## src/rtl/legv8_pc_branch_sequencer.sv

```systemverilog
// LEGv8 PC / branch sequencer.
// Owns the fetch PC and resolves CBZ/B branches arriving from EX/MEM.
// A taken branch redirects the PC and then holds Flush for FLUSH_CYCLES
// unstalled cycles. While Flush is held, younger branches are squashed.
module legv8_pc_branch_sequencer #(
   parameter int                  PC_WIDTH     = 64,
   parameter logic [PC_WIDTH-1:0] RESET_PC     = '0,
   parameter int                  FLUSH_CYCLES = 3
) (
   input  logic                CLOCK,
   input  logic                RESET_N,
   input  logic                Stall,
   input  logic                ResolveValid,
   input  logic                Branch,
   input  logic                Zero,
   input  logic                UncondBranch,
   input  logic [PC_WIDTH-1:0] BranchPC,
   input  logic [PC_WIDTH-1:0] BranchOffset,
   output logic [PC_WIDTH-1:0] PC,
   output logic                PCSrc,
   output logic                Flush,
   output logic [15:0]         BranchCount
);

   localparam logic ST_RUN   = 1'b0;
   localparam logic ST_FLUSH = 1'b1;

   // The counter is loaded with (cycles - 1), and the flush exits once the counter reaches zero.
   localparam logic       HAS_FLUSH  = (FLUSH_CYCLES > 0);
   localparam logic [3:0] FLUSH_LOAD = (FLUSH_CYCLES > 0) ? 4'(FLUSH_CYCLES - 1) : 4'd0;

   logic [PC_WIDTH-1:0] pc_q, pc_d;
   logic                state_q, state_d;
   logic [3:0]          cnt_q, cnt_d;
   logic [15:0]         bcount_q, bcount_d;
   logic [PC_WIDTH-1:0] pc_inc;
   logic [PC_WIDTH-1:0] target;
   logic                taken;

   // Both adders wrap modulo 2^PC_WIDTH. The offset is a word offset, so it is scaled by 4.
   assign pc_inc = pc_q + PC_WIDTH'(4);
   assign target = BranchPC + (BranchOffset << 2);

   // ResolveValid gates the condition, so an undriven condition bit cannot leak through when it is idle.
   assign taken = ResolveValid & ((Branch & Zero) | UncondBranch) & (state_q == ST_RUN);

   assign PC          = pc_q;
   assign PCSrc       = taken;
   assign Flush       = (state_q == ST_FLUSH);
   assign BranchCount = bcount_q;

   // Next-state logic for the PC, the run/flush state, the flush counter and the branch counter.
   always_comb begin
      pc_d     = pc_q;
      state_d  = state_q;
      cnt_d    = cnt_q;
      bcount_d = bcount_q;
      case (state_q)
         ST_RUN: begin
            if (taken) begin
               // A redirect wins over a stall. A stalled fetch would otherwise lose the target.
               pc_d = target;
               if (bcount_q != 16'hFFFF) bcount_d = bcount_q + 16'd1;
               if (HAS_FLUSH) begin
                  state_d = ST_FLUSH;
                  cnt_d   = FLUSH_LOAD;
               end
            end else if (!Stall) begin
               pc_d = pc_inc;
            end
         end
         ST_FLUSH: begin
            // Only unstalled cycles count toward the flush length.
            if (!Stall) begin
               pc_d = pc_inc;
               if (cnt_q == 4'd0) state_d = ST_RUN;
               else               cnt_d   = cnt_q - 4'd1;
            end
         end
         default: state_d = ST_RUN;
      endcase
   end

   // State registers. An asynchronous reset aborts any flush in progress.
   always_ff @(posedge CLOCK or negedge RESET_N) begin
      if (!RESET_N) begin
         pc_q     <= RESET_PC;
         state_q  <= ST_RUN;
         cnt_q    <= 4'd0;
         bcount_q <= 16'd0;
      end else begin
         pc_q     <= pc_d;
         state_q  <= state_d;
         cnt_q    <= cnt_d;
         bcount_q <= bcount_d;
      end
   end

endmodule
```

## config.mk

```make
export PLATFORM = sky130hd
export DESIGN_NAME = legv8_pc_branch_sequencer
export DESIGN_NICKNAME = d
export VERILOG_FILES = /design/src/rtl/legv8_pc_branch_sequencer.sv
export SDC_FILE = /design/constraint.sdc
export NUM_CORES = 1
export LEC_CHECK = 0
export CAP_MARGIN = 20
export CORE_ASPECT_RATIO = 0.75
export CORE_MARGIN = 8
export CORE_UTILIZATION = 45
export DETAILED_ROUTE_END_ITERATION = 6
export PLACE_DENSITY = 0.75
export SLEW_MARGIN = 20
export SYNTH_ARGS = -nofsm -noshare
export SYNTH_HDL_FRONTEND = slang
export SYNTH_SLANG_ARGS = --single-unit
export TNS_END_PERCENT = 10
```

## constraint.sdc

```tcl
create_clock -name CLOCK -period 3.59 [get_ports CLOCK]
set_clock_uncertainty 0.1 [all_clocks]
set_input_delay 0.718 -clock CLOCK [delete_from_list [all_inputs] [get_ports CLOCK]]
set_output_delay 0.718 -clock CLOCK [all_outputs]
set_load 0.02 [all_outputs]
```

==> flow_summary.toml <==
[run_status]
outcome = "finished, final reports clean"

[sta]
drv_slew = 0
slew_headroom_pct = 47.0
hold_viol = 0
fmax_mhz = 282
max_slew.worst_pin.slew_ps = 796
rsz0062_at_grt = "true"
whs_ps = 219
min_period_ps = 3540
setup_violations = 0
timing.final.crit_share_pct = 98.7
timing.final.ws_setup_ps = 45.2

[clocking]
clkLatencyLatePin_ps = 340
cts_sinks = 85
cts_tree = "done"
clock-root-buffer = "clkbuf_16"
clkTransAtPathRegs_ps = 60
htreeDepth = 3
numCtsBuffers = 9
cts.path.max_buffers = 2

[layout]
drive_gt1_share_pct = 13.0
nNetsFinal = 1521
layout_commonest_cell = "clkdlybuf4s50_1"
layout_common_cells = "213 x clkdlybuf4s50_1, 132 x nand2_1, 128 x buf_4, 85 x dfrtp_1, 82 x xnor2_1"
diodes = 0
area_delta_synth_final_pct = 43.9

[power_and_ir_drop]
leakage_nw = 5.05
peakVddDrop_v = 0.000282
power.density_nw_per_um2 = 525

[routing]
wl_per_cell_um = 17.0
first_pass_iters = 5
drc = 0
first_iter_violations = 605
ant_nets = 0
vias_per_cell = 5.54
wl_mm = 26.6
vias = 8682

[placement]
place.gp.congestion = 0.905
dp_slack_ps = -343
portBuffers = 214
hpwlAfterDp_mm = 21.8

[yosys]
syn_avg_cell_area_um2 = 8.00
synth_fp_nets = 1211
synthArstFlopShare_pct = 100
syn-cell-area_um2 = 8090
yosysWarnings = 0
synth_top_family_by_area = "simple AND/OR/NAND/NOR gates"
synthMuxAreaShare_pct = 0.495
synth_xor_area_share_pct = 14.1
ys_types = 75
synth_edf_count = 0
synth_seq_cells = 85
synth_compound_area_share_pct = 22.5
ys_seq_area_share_pct = 26.3
postSynthCellCount = 1011
synthAdderAreaFrac_pct = 10.1
synthSimpleGateAreaFrac_pct = 23.4
synth_ff_type = "dfrtp_1"

[run]
maxCapViolations = 0

[grt]
grt_usage_pct = 22.9
grt_pass1_wl_mm = 42.5
antenna_found_initial = 0
grt_max_degree = 82
grt_pass1_vias = 8427
gr-total-overflow = 0

[critical_path]
slowest_stage = "clkdlybuf4s50_1"
crit_arrival_ps = 3690
worstSetupStartpointType = "input port"
cp_cell_sequence = "clkdlybuf4s50_1 -> ha_1 -> fa_1 -> a211oi_2 -> o21bai_2 -> nand3_1 -> a31oi_2 -> a21oi_4 -> buf_4 -> o21ai_4 -> a41oi_2 -> o211a_1 -> nor3_1"
max_stage_delay_ps = 470
cp.required_ps = 3740
cp-end-kind = "flop"
crit_fanout = 4
crit_type = "input port to flop"

[floorplanning]
row_count = 42
design.portCount = 217
start_util_pct = 45.9
die_x_um = 171
dieArea_um2 = 22600
core_um2 = 17600
die_h_um = 132

[worst_hold_path]
min_path_type = "input port to async pin"
[final cells by class]
| type | count | area (um^2) |
|---|---|---|
| Clock buffer | 12 | 256 |
| Clock inverter | 4 | 55.1 |
| Fill cell | 1538 | 5960 |
| Inverter | 20 | 75.1 |
| Multi-Input combinational cell | 864 | 5730 |
| Sequential cell | 85 | 2130 |
| Tap cell | 242 | 303 |
| Timing Repair Buffer | 341 | 3090 |
[worst paths after layout]
| kind | depth (start not counted) | start | end | slack [ps] |
|---|---|---|---|---|
| max | 13 | BranchOffset[0] | PC[62] | 50 |
| min | 1 | RESET_N | PC[62] | 220 |
| max reg2reg | 9 | PC[22] | PC[58] | 850 |
| min reg2reg | 2 | PC[0] | PC[0] | 380 |
| max in group asynchronous | 2 | RESET_N | PC[14] | 2440 |
| min in group CLOCK | 2 | PC[0] | PC[0] | 380 |
[metal layers]
layer / vias up / routed length [um] / GRT usage, %
met4: 0 / 419 / 5.40
met2: 302 / 11200 / 34.7
met1: 4052 / 12700 / 31.9
met5: - / 0 / 0
li1: 4292 / - / -
met3: 36 / 2300 / 5.72
[power breakdown]
| part | switching, mW | internal (mW) | leakage [nW] |
|---|---|---|---|
| sequential | 0.494 | 1.35 | 1.04 |
| combinational | 1.71 | 1.59 | 3.85 |
| clock | 0.383 | 0.581 | 0.149 |
[worst max-delay path, delay by kind of cell]
family	cells	cell delay (ps)
compound gates	7	1470
buf+inv	2	630
simple gates	2	320
fa+ha+maj	2	550
[logic make-up after synthesis]
kind of cell	after synthesis
and+or+nand+nor	382
adders and majority gates	65
muxes	4
xor gates and xnor gates	130
DFF	85
AOI/OAI and AO/OA	283
buffers and inverters	62
[state kept, by name, indices dropped and copies added (netlist names)]
register and cells:
Flush 1, cnt_q 4, BranchCount 16, PC 64
[cells in the mapped netlist, drive strengths merged, types with 25 or more instances]
master	number	area share (%)
nand2	132	6.1
o21ai	86	5.5
dfrtp	85	26
xnor2	82	8.9
a21oi	78	5.0
nor2	70	3.2
ha	64	9.9
nand3	48	3.1
xor2	48	5.2
nand4	41	3.2
a21o	38	3.5
clkbuf	34	1.6
and3	25	2.0
[repair_timing]
action,CTS,global route
endpoints found under the hold margin,0,0
buffers inserted,0,1
hold buffers,0,0
resized for setup,0,5
endpoints found under the setup margin,0,29
[through the flow]
stage	TNS (ps)	area, um^2	util, %	instances	power, mW
after detailed placement	-6480	11300	64.2	1551	5.13
after CTS	0	11600	66.0	1567	6.12
after global placement	-3640	11300	64.2	1551	5.06
final	0	11600	66.1	1568	6.11
after global routing	-59.8	11600	66.1	1568	6.50
after floorplan	0	8090	-	1011	3.53
Note: power is estimated with default switching activity, not from simulation.
